**src/rtl/jzjpcc_pkg.sv**
```systemverilog
// Shared types for the jzjpcc decode->execute boundary: ALU operand-mux select
// encoding and the bundle of fields latched into the execute stage.
package jzjpcc_pkg;

  localparam int REG_ADDR_W = 5;
  localparam int XLEN       = 32;

  typedef enum logic [1:0] {
    ALU_RS1_RS2 = 2'b00,
    ALU_RS1_IMM = 2'b01,
    ALU_PC_4    = 2'b10,
    ALU_PC_IMM  = 2'b11
  } aluMuxMode_t;

  // PC is sized by the top-level parameter, so it lives beside this bundle.
  typedef struct packed {
    logic                  valid;
    logic [XLEN-1:0]       rs1;
    logic [XLEN-1:0]       rs2;
    logic [XLEN-1:0]       immediate;
    aluMuxMode_t           aluMuxMode;
    logic [REG_ADDR_W-1:0] rdAddr;
    logic                  rdWriteEnable;
    logic                  isLoad;
  } idex_bundle_t;

  localparam idex_bundle_t IDEX_BUBBLE = '0;

endpackage

```
**src/rtl/jzjpcc_loaduse_detect.sv**
```systemverilog
// Combinational load-use hazard term: the load sitting in execute writes a
// register that the valid instruction in decode is about to read.
module jzjpcc_loaduse_detect
  import jzjpcc_pkg::*;
(
  input  logic                  executeValid,
  input  logic                  executeIsLoad,
  input  logic                  executeRdWriteEnable,
  input  logic [REG_ADDR_W-1:0] executeRdAddr,
  input  logic                  decodeValid,
  input  logic                  decodeUsesRs1,
  input  logic [REG_ADDR_W-1:0] decodeRs1Addr,
  input  logic                  decodeUsesRs2,
  input  logic [REG_ADDR_W-1:0] decodeRs2Addr,
  output logic                  hazard
);

  logic w_loadInFlight;
  logic w_rs1Match;
  logic w_rs2Match;

  // x0 is hardwired to zero, so a load targeting it never creates a dependency.
  assign w_loadInFlight = executeValid & executeIsLoad & executeRdWriteEnable
                        & (executeRdAddr != '0);
  assign w_rs1Match     = decodeUsesRs1 & (decodeRs1Addr == executeRdAddr);
  assign w_rs2Match     = decodeUsesRs2 & (decodeRs2Addr == executeRdAddr);
  assign hazard         = w_loadInFlight & decodeValid & (w_rs1Match | w_rs2Match);

endmodule

```
**src/rtl/jzjpcc_idex_register.sv**
```systemverilog
// Decode->execute pipeline register with load-use bubble insertion, memory
// stall hold and branch flush.
module jzjpcc_idex_register
  import jzjpcc_pkg::*;
#(
  parameter int PC_MAX_B = 15
) (
  input  logic                  clock,
  input  logic                  reset,
  input  logic                  decodeValid,
  input  logic [XLEN-1:0]       decodeRs1Data,
  input  logic [XLEN-1:0]       decodeRs2Data,
  input  logic [XLEN-1:0]       decodeImmediate,
  input  logic [PC_MAX_B:2]     decodePC,
  input  logic [1:0]            decodeAluMuxMode,
  input  logic [REG_ADDR_W-1:0] decodeRs1Addr,
  input  logic [REG_ADDR_W-1:0] decodeRs2Addr,
  input  logic                  decodeUsesRs1,
  input  logic                  decodeUsesRs2,
  input  logic [REG_ADDR_W-1:0] decodeRdAddr,
  input  logic                  decodeRdWriteEnable,
  input  logic                  decodeIsLoad,
  input  logic                  externalStall,
  input  logic                  flushExecute,
  output logic [XLEN-1:0]       rs1,
  output logic [XLEN-1:0]       rs2,
  output logic [XLEN-1:0]       immediate,
  output logic [PC_MAX_B:2]     currentPC,
  output logic [1:0]            aluMuxMode,
  output logic [REG_ADDR_W-1:0] rdAddr,
  output logic                  rdWriteEnable,
  output logic                  isLoad,
  output logic                  executeValid,
  output logic                  stallDecode
);

  idex_bundle_t         r_ex_p1;
  logic [PC_MAX_B:2]    r_pc_p1;
  idex_bundle_t         w_capture;
  logic                 w_hazard;

  jzjpcc_loaduse_detect u_loaduse (
    .executeValid         (r_ex_p1.valid),
    .executeIsLoad        (r_ex_p1.isLoad),
    .executeRdWriteEnable (r_ex_p1.rdWriteEnable),
    .executeRdAddr        (r_ex_p1.rdAddr),
    .decodeValid          (decodeValid),
    .decodeUsesRs1        (decodeUsesRs1),
    .decodeRs1Addr        (decodeRs1Addr),
    .decodeUsesRs2        (decodeUsesRs2),
    .decodeRs2Addr        (decodeRs2Addr),
    .hazard               (w_hazard)
  );

  always_comb begin
    w_capture               = IDEX_BUBBLE;
    w_capture.valid         = 1'b1;
    w_capture.rs1           = decodeRs1Data;
    w_capture.rs2           = decodeRs2Data;
    w_capture.immediate     = decodeImmediate;
    w_capture.aluMuxMode    = aluMuxMode_t'(decodeAluMuxMode);
    w_capture.rdAddr        = decodeRdAddr;
    w_capture.rdWriteEnable = decodeRdWriteEnable;
    w_capture.isLoad        = decodeIsLoad;
  end

  // Decode -> execute boundary. A flush or stall request is held by its source,
  // so while externalStall is high nothing moves and nothing is lost.
  always_ff @(posedge clock or posedge reset) begin
    if (reset) begin
      r_ex_p1 <= IDEX_BUBBLE;
      r_pc_p1 <= '0;
    end else if (!externalStall) begin
      if (flushExecute || w_hazard || !decodeValid) begin
        r_ex_p1 <= IDEX_BUBBLE;
        r_pc_p1 <= '0;
      end else begin
        r_ex_p1 <= w_capture;
        r_pc_p1 <= decodePC;
      end
    end
  end

  assign rs1           = r_ex_p1.rs1;
  assign rs2           = r_ex_p1.rs2;
  assign immediate     = r_ex_p1.immediate;
  assign currentPC     = r_pc_p1;
  assign aluMuxMode    = r_ex_p1.aluMuxMode;
  assign rdAddr        = r_ex_p1.rdAddr;
  assign rdWriteEnable = r_ex_p1.rdWriteEnable;
  assign isLoad        = r_ex_p1.isLoad;
  assign executeValid  = r_ex_p1.valid;
  // A flush discards the dependent instruction anyway, so decode need not hold.
  assign stallDecode   = externalStall | (w_hazard & ~flushExecute);

endmodule

```
**config.mk**
```make
export PLATFORM = sky130hd
export DESIGN_NAME = jzjpcc_idex_register
export DESIGN_NICKNAME = d
export VERILOG_FILES = /design/src/rtl/jzjpcc_pkg.sv /design/src/rtl/jzjpcc_loaduse_detect.sv /design/src/rtl/jzjpcc_idex_register.sv
export SDC_FILE = /design/constraint.sdc
export NUM_CORES = 1
export LEC_CHECK = 0
export ABC_AREA = 1
export BUFFER_PORTS_ARGS = -buffer_cell sky130_fd_sc_hd__buf_2
export CORE_ASPECT_RATIO = 1.75
export CORE_UTILIZATION = 45
export CTS_CLUSTER_DIAMETER = 120
export DETAILED_ROUTE_END_ITERATION = 6
export PLACE_DENSITY = 0.8
export SYNTH_ARGS = -nofsm -noshare
export SYNTH_HDL_FRONTEND = slang
export SYNTH_SLANG_ARGS = --single-unit
```
**constraint.sdc**
```tcl
create_clock -name clock -period 4.1 [get_ports clock]
set_input_delay 0.205 -clock clock [delete_from_list [all_inputs] [get_ports clock]]
set_output_delay 0.205 -clock clock [all_outputs]
set_load 0.01 [all_outputs]
```
Yosys cells after proc, flatten, opt, wreduce, memory -nomap -nowiden
Index checks and enable logic that the tools add are counted.
{"block": "classes", "bitwise": 11, "eq_ne": 2, "mux": 2, "reduce_logical": 4}
{"cell": "106-bit two-way mux", "count": 1}
{"cell": "14-bit two-way mux", "count": 1}
{"cell": "5-bit equality test", "count": 2}
{"cell": "1-bit AND", "count": 8}
{"cell": "5-bit nonzero test", "count": 1}
{"cell": "1-bit logical OR", "count": 2}
{"cell": "1-bit OR", "count": 2}
{"cell": "1-bit logical NOT", "count": 1}
{"cell": "1-bit NOT", "count": 1}
{"block": "totals", "output_inout_bits": 121, "register_bits": 120, "input_bits": 136, "wordCells": 28}

Logic depth before layout (Yosys ltp)
Gate-level depths: netlist of the first run.
{"block": "depth", "word_depth": 8, "depth_mapped": 11, "mapped_depth_nobuf": 9}

Hierarchy
From an unflattened synthesis of the first run, not the netlist that was laid out.
{"block": "unflattened", "hier_cells": 584, "area_unflattened_um2": 5168.7}
{"mod": "jzjpcc_idex_register", "n_inst": 1, "cells_per_inst": 526, "seq_area_each_um2": 3002.9, "area_each_um2": 4936.0}
{"mod": "jzjpcc_loaduse_detect", "n_inst": 1, "cells_per_inst": 58, "seq_area_each_um2": 0.0, "area_each_um2": 232.7}

Least setup slack after synthesis of the first run
No wires, ideal clock.
{"block": "synth_path", "path_type": "register -> output", "startpoint": "reg r_ex_p1, in the netlist rdAddr[3]", "endpoint": "out stallDecode", "stages_incl_launch_ff": 10, "path_buffers": 1, "arrival_ps": 1329, "path_slack_ps": 2566, "t_required_ps": 3895, "cell_sequence": "dfrtp_1 -> inv_2 -> nand2_1 -> nand2_1 -> nor2_1 -> nand3_1 -> nand2_1 -> nand2_1 -> buf_2 -> o21ai_0"}
{"block": "synth_between", "elab_chain_len": 6, "word_cells_on_any_way": 11, "classes_between": "eq/ne (2); bitwise (8); reduce/logical (1)"}
{"element": "start: declaration", "line_no": "jzjpcc_idex_register.sv:37", "source": "idex_bundle_t r_ex_p1;"}
{"element": "start signal: assignment", "line_no": "jzjpcc_idex_register.sv:78", "source": "r_ex_p1 <= w_capture;"}
{"element": "5-bit equality test, or another cell as far along", "line_no": "jzjpcc_loaduse_detect.sv:25", "source": "assign w_rs1Match = decodeUsesRs1 & (decodeRs1Addr == executeRdAddr);"}
{"element": "1-bit AND (on tied branches)", "line_no": "jzjpcc_loaduse_detect.sv:25, jzjpcc_loaduse_detect.sv:24, jzjpcc_loaduse_detect.sv:26"}
{"element": "1-bit OR / 1-bit AND (equally long branches)", "line_no": "jzjpcc_loaduse_detect.sv:27", "source": "assign hazard = w_loadInFlight & decodeValid & (w_rs1Match | w_rs2Match);"}
{"element": "1-bit AND *", "line_no": "jzjpcc_loaduse_detect.sv:27"}
{"element": "1-bit AND *", "line_no": "jzjpcc_idex_register.sv:94", "source": "assign stallDecode = externalStall | (w_hazard & ~flushExecute);"}
{"element": "1-bit OR *", "line_no": "jzjpcc_idex_register.sv:94"}
{"element": "end: declaration", "line_no": "jzjpcc_idex_register.sv:34", "source": "output logic stallDecode"}
Mark *: on every way between the ends. The rest lies on a longest branch, timed or not.

Final worst setup path of the first run
Ends and elaborated chain as after synthesis.

==> results.json, run 1 <==
{
  "synth_area_leaders": "dfrtp_1, nand2_1, nand3_1, buf_6, clkbuf_1",
  "grt_use_met2": 0.399,
  "drt-wirelength-per-cell_um": 13.8,
  "finalCritPeriodShare": 0.603,
  "timing.rr.start": "rdAddr[3]$_DFFE_PP0N_",
  "start_util": 0.463,
  "yosysWarnings": 0,
  "cts_root_buf": "clkbuf_16",
  "slew_headroom": 0.429,
  "routed_wl_um": 13400,
  "ys_seq_area_frac": 0.603,
  "path_class": "flop to primary output",
  "met3_usage": 0.0595,
  "final.setup.tns_ns": 0,
  "synth.avg_cell_area_um2": 8.53,
  "die-height_um": 141,
  "yosysTopAreaCell": "dfrtp_1",
  "netlist-cell-type-count": 12,
  "hold_violations": 0,
  "max-clock-path-buffers": 2,
  "required_ns": 3.89,
  "ir_worst_vdd_mv": 0.389,
  "grt-busiest-layer": "met2",
  "synthCells": 584,
  "final_util": 0.638,
  "rsz0062_at_grt": "no",
  "use_met1": 0.269,
  "cts_max_level": 4,
  "synth_fp_nets": 720,
  "final_common_cell": "nand2_1",
  "reg2reg_to": "rs1[17]$_DFFE_PP0N_",
  "register_area_um2": 3000,
  "num_vias": 4776,
  "maxCapViolations": 0,
  "critPathCaptureType": "primary output",
  "synthToLayoutAreaGrowth_pct": 37.9,
  "dieArea_um2": 11500,
  "p_per_area_nw_per_um2": 450,
  "multi_input_area_um2": 1700,
  "cts.sinks": 120,
  "dp_hpwl_um": 9080,
  "postPlaceCellArea_um2": 6260,
  "layout_common_cells": "nand2_1, buf_2, nand3_1, dfrtp_1, clkbuf_16",
  "hp-class": "input pin to flop",
  "final_cell_area_um2": 6870,
  "drt.antenna.violating_nets": 0,
  "cts_tree": "done",
  "io_buffers": 256,
  "gp_congestion": 0.835,
  "cts_setup_buffers": 0,
  "period_minus_slack_ns": 2.47,
  "clk_pin_slew_worst_paths_ns": 0.06,
  "grt_pass1_wl_um": 20700,
  "rrSetupSlack_ns": 1.86,
  "drc": 0,
  "grt_max_degree": 85,
  "drive_gt1_frac": 0.355,
  "worst_slew_pin_slew_ns": 0.857,
  "syn_area_um2": 4980,
  "finalSetupViolCount": 0,
  "viasPerCell": 4.93,
  "drt_iter0_markers": 239,
  "worstSetupStartpoint": "rdAddr[3]$_DFFE_PP0N_",
  "cp.arrival_ns": 2.27,
  "r2r_cells": 10,
  "worstPathMaxFanout": 84,
  "core_area_um2": 10800,
  "drt-pass1-iter-count": 7,
  "rows": 50,
  "finalMaxSlewViolations": 0,
  "nNetsFinal": 963,
  "status": "complete, no violations",
  "n_fill_cell": 938,
  "die_w_um": 81.6,
  "fmax_ghz": 0.405,
  "grt_pass1_vias": 4495,
  "skew_ns": 0.00642,
  "critPathLaunchType": "flop",
  "antenna_found_initial": 0,
  "crit_end": "stallDecode",
  "synth_top_area_share": 0.603,
  "cts_made_buffers": 17,
  "p_leak_nw": 4.29,
  "boundaryPins": 257,
  "clk_latency_ns": 0.40,
  "overflow": 0,
  "gr-usage-all-layers": 0.238,
  "finalNonFillerCells": 969,
  "n_antenna_cell": 0,
  "dp_cells": 937,
  "synth_seq_cells": 120
}
[sequential cells by signal, summed over array words and instances, names as in the netlist]
signal         flops
rdAddr             5
rs2               32
isLoad             1
currentPC         14
immediate         32
executeValid       1
rs1               32
rdWriteEnable      1
aluMuxMode         2
[cells in the mapped netlist]
library cell	n
nand2_1	271
nand3_1	122
dfrtp_1	120
clkbuf_1	14
inv_1	14
nor2_1	11
buf_1	10
buf_6	10
buf_2	5
inv_2	4
o21ai_0	2
nand4_1	1
[worst min-delay path by stage]
stage                                    from                   endpoint  slack, ns  cells past startpoint
after CTS                   decodeRs2Data[24]        rs2[24]$_DFFE_PP0N_      0.006                      3
after global routing         decodeRs2Data[6]         rs2[6]$_DFFE_PP0N_      0.005                      3
final                        decodeRs1Data[4]         rs1[4]$_DFFE_PP0N_       0.02                      3
after floorplan           decodeAluMuxMode[0]  aluMuxMode[0]$_DFFE_PP0N_       0.34                      2
after detailed placement                reset         rs2[6]$_DFFE_PP0N_       0.35                      2
after global placement                  reset         rs2[6]$_DFFE_PP0N_       0.35                      2
[critical path: stages (launching register included)]
cell and delay (ns):
dfrtp_1 0.44, inv_2 0.08, nand2_1 0.06, nand2_1 0.04, nor2_1 0.10, nand3_1 0.08, nand2_1 0.11, nand2_4 0.46
o21ai_0 0.32, buf_2 0.17
[layout make-up]
cell class,count,area share
Tap cell,130,0.0237
Timing Repair Buffer,263,0.195
Sequential cell,120,0.437
Multi-Input combinational cell,407,0.247
Clock inverter,11,0.0217
Clock buffer,20,0.0650
Inverter,18,0.0102
[power by group]
part | total, W | internal (W) | switching [W]
Clock | 0.00149 | 0.000969 | 0.000522
Sequential | 0.00129 | 0.00125 | 0.0000367
Combinational | 0.000315 | 0.000132 | 0.000183
Total | 0.00309 | 0.00235 | 0.000742
[through the flow]
step                      setup WS (ns)  hold WS (ns)  power, W
final                              1.63        0.0214   0.00309
after global routing               1.34       0.00456   0.00322
after CTS                          1.59       0.00556   0.00312
after detailed placement           1.84         0.349   0.00162
after global placement             1.83         0.350   0.00162
after floorplan                   0.709         0.343   0.00145
[kinds of logic (layout without fill, tap and decap cells)]
family	after synthesis	in the layout	share of synthesized area
AO/OA/AOI/OAI	2	2	0.00201
AND/OR/NAND/NOR	405	405	0.336
flip-flops	120	120	0.603
buffers and inverters	57	312	0.0593
[repair_timing]
action	in CTS	in global routing
gates resized for setup	0	0
hold buffers	1	0
hold endpoints to repair	52	0
[per-layer routing]
metal  share of wire  routed length, um  up-vias
met5               0                  0        -
met4           0.035                471        0
met3           0.062                834       40
met2            0.51               6830      225
met1            0.39               5280     2181
li1                -                  -     2330
No activity file was read; power rests on OpenSTA's default activity.
==> inputs of run 2 (changes only) <==
--- a/config.mk
+++ b/config.mk
@@ -5,13 +5,13 @@
 export SDC_FILE = /design/constraint.sdc
 export NUM_CORES = 1
 export LEC_CHECK = 0
-export ABC_AREA = 1
+export ABC_AREA = 0
 export BUFFER_PORTS_ARGS = -buffer_cell sky130_fd_sc_hd__buf_2
 export CORE_ASPECT_RATIO = 1.75
-export CORE_UTILIZATION = 45
+export CORE_UTILIZATION = 43
 export CTS_CLUSTER_DIAMETER = 120
 export DETAILED_ROUTE_END_ITERATION = 6
-export PLACE_DENSITY = 0.8
+export PLACE_DENSITY = 0.77
 export SYNTH_ARGS = -nofsm -noshare
 export SYNTH_HDL_FRONTEND = slang
 export SYNTH_SLANG_ARGS = --single-unit
==> constraint.sdc (replaced) <==
create_clock -name clock -period 2.22 [get_ports clock]
set_input_delay 0.111 -clock clock [delete_from_list [all_inputs] [get_ports clock]]
set_output_delay 0.111 -clock clock [all_outputs]
set_load 0.01 [all_outputs]
==> run 2 against run 1 <==
Die area up 17%. Highest routed layer unchanged. Global-route usage rose by 5.0 points. Count of clock-buffer cells in the layout shrank 1. Worst setup slack got worse by 1.5 ns. Total power is 120% higher. First-iteration DRC count increased by 89%.
==> results.json, run 2 <==
{
  "setup_ws_ns": 0.117,
  "cts.sinks": 120,
  "worst_slew_pin_slew_ns": 0.646,
  "dp_hpwl_um": 11100,
  "gp_congestion": 0.828,
  "yosysWarnings": 0,
  "dp_slack_ns": 0.166,
  "cts_made_buffers": 17,
  "synth-simple-area-share": 0.0887,
  "power_frac_seq": 0.367,
  "max-clock-path-buffers": 2,
  "die_w_um": 88.3,
  "required_ns": 2.11,
  "syn_area_um2": 5600,
  "worstPathMaxFanout": 17,
  "synth_fp_nets": 704,
  "netlist-cell-type-count": 21,
  "worstSetupStartpoint": "rdAddr[2]$_DFFE_PP0N_",
  "cp.arrival_ns": 1.99,
  "slew_headroom": 0.569,
  "viasPerCell": 5.88,
  "finalSetupViolCount": 0,
  "grt_pass1_wl_um": 30600,
  "hold_violations": 0,
  "core_area_um2": 12600,
  "total_power_w": 0.00691,
  "hp-class": "input pin to flop",
  "p_comb_frac": 0.170,
  "hp-start": "decodeValid",
  "crit_family": "buffers and inverters",
  "synth_top_area_share": 0.536,
  "ys.flop_type": "dfrtp_1",
  "cts_root_buf": "clkbuf_16",
  "routed_wl_um": 19700,
  "overflow": 0,
  "drc": 0,
  "rsz0062_at_grt": "no",
  "clock_power_share": 0.462,
  "n_antenna_cell": 0,
  "finalMaxSlewViolations": 0,
  "synth_adder_area_share": 0,
  "cts_tree": "done",
  "synth-xor-area-share": 0.0156,
  "synthCells": 568,
  "maxCapViolations": 0,
  "skew_ns": 0.0119,
  "synth.avg_cell_area_um2": 9.86,
  "synthToLayoutAreaGrowth_pct": 59.9,
  "drt-pass1-iter-count": 7,
  "synth_compound_area_frac": 0.299,
  "status": "complete, no violations",
  "worst_path_largest_cell_delay_ns": 0.38,
  "cts_resized": 0,
  "drive_gt1_frac": 0.333,
  "finalCritPeriodShare": 0.947,
  "synth_top_family_by_area": "compound AO/OA/AOI/OAI gates",
  "nNetsFinal": 1052,
  "path_cells": "buf_4 -> xnor2_1 -> nand4_1 -> o22ai_4 -> buf_12 -> a21o_1 -> buf_2",
  "p_per_area_nw_per_um2": 772,
  "critPathLaunchType": "flop",
  "dieArea_um2": 13500,
  "path_class": "flop to primary output",
  "cts_max_level": 4,
  "boundaryPins": 257,
  "final_util": 0.712,
  "clk_pin_slew_worst_paths_ns": 0.05,
  "p_sw_frac": 0.261,
  "drt-wirelength-per-cell_um": 18.0,
  "antenna_found_initial": 0,
  "synth_edf_count": 0,
  "die-height_um": 153,
  "power.switching_w": 0.00180,
  "async_flop_share": 1.00,
  "drt.antenna.violating_nets": 0,
  "start_util": 0.445,
  "yosysMostFrequentCell": "nand2_1",
  "whs_ns": 0.0972,
  "period_minus_slack_ns": 2.10,
  "cp_num_buf_inv": 3,
  "final_common_cell": "buf_2",
  "timing.rr.start": "rdAddr[0]$_DFFE_PP0N_",
  "ir_worst_vdd_mv": 0.588,
  "yosysTopAreaCell": "dfrtp_1",
  "synthMuxAreaShare": 0,
  "grt_pass1_vias": 6470,
  "critPathSlowestCell": "dfrtp_1",
  "clk_latency_ns": 0.41,
  "final.setup.tns_ns": 0,
  "io_buffers": 256,
  "rows": 54,
  "synth_area_leaders": "dfrtp_1, a32oi_1, nand2_1, o21ai_1, o21ai_0",
  "grt_max_degree": 130,
  "layout_common_cells": "buf_2, nand2_1, dlygate4sd3_1, dfrtp_1, a32oi_1",
  "ys_seq_area_frac": 0.536,
  "drt_iter0_markers": 452,
  "p_leak_nw": 4.14,
  "fmax_ghz": 0.476,
  "num_vias": 6448,
  "synthTopCellsByCount": "nand2_1, dfrtp_1, a32oi_1",
  "gr-usage-all-layers": 0.288,
  "critPathCaptureType": "primary output",
  "synth_seq_cells": 120,
  "internal-power_w": 0.00511
}
==> run 2: cell type report <==
| type | instances | area, um^2 |
|---|---|---|
| Multi-Input combinational cell | 381 | 2290 |
| Clock inverter | 13 | 241 |
| Inverter | 1 | 7.51 |
| Fill cell | 843 | 3610 |
| Tap cell | 168 | 210 |
| Sequential cell | 120 | 3000 |
| Clock buffer | 19 | 443 |
| Timing Repair Buffer | 395 | 2760 |
==> run 2: power groups by stage <==
stage	Clock [W]	Sequential (W)	Combinational, W
floorplan	0	0.00266	0.000368
global placement	0	0.00256	0.000928
detailed placement	0	0.00257	0.000960
CTS	0.00322	0.00253	0.00114
global route	0.00333	0.00256	0.00127
finish	0.00320	0.00254	0.00118
==> run 2: final timing paths <==
| path | cells past startpoint | endpoint | slack, ns |
|---|---|---|---|
| setup / recovery | 7 | stallDecode | 0.12 |
| hold / removal | 3 | executeValid$_DFFE_PP0N_ | 0.1 |
| setup reg to reg | 6 | currentPC[11]$_DFFE_PP0N_ | 0.13 |
| hold reg to reg | 2 | rs2[15]$_DFFE_PP0N_ | 0.48 |
| max in group asynchronous | 4 | rdAddr[2]$_DFFE_PP0N_ | 1.27 |
| min in group asynchronous | 4 | rs1[6]$_DFFE_PP0N_ | 0.37 |
==> run 2: kinds of logic after synthesis <==
| logic type | after synthesis |
|---|---|
| flops | 120 |
| compound gates | 243 |
| xor+xnor | 10 |
| buf+inv | 67 |
| simple gates | 128 |
==> run 2: metal layers <==
metal	track usage	routed length (um)	vias to the layer above	part of all wire
li1	-	-	2867	-
met1	0.318	7000	3100	0.35
met2	0.493	10400	395	0.53
met3	0.0540	1310	86	0.066
met4	0.184	1000	0	0.051
met5	0	0	-	0
==> run 2: what timing repair did <==
action	in CTS	in global routing
setup buffers	1	3
endpoints found under the setup margin	1	1
hold endpoints to repair	239	1
hold buffers	120	1
gates cloned	1	1
pin swaps	2	1
==> run 2: worst reg2reg max path: stages, from the launching register on <==
cell     delay [ns]
dfrtp_1        0.43
or4_1          0.60
o21ai_4        0.19
buf_4          0.21
buf_12         0.24
a32oi_1        0.19
o21ai_0        0.13
==> run 2: through the flow <==
| stage | instance area, um^2 | cells |
|---|---|---|
| 6_report | 8950 | 1097 |
| 5_1_grt | 8950 | 1097 |
| 3_3_place_gp | 6970 | 938 |
| 3_5_place_dp | 6970 | 938 |
| 2_1_floorplan | 5600 | 568 |
| 4_1_cts | 8900 | 1092 |
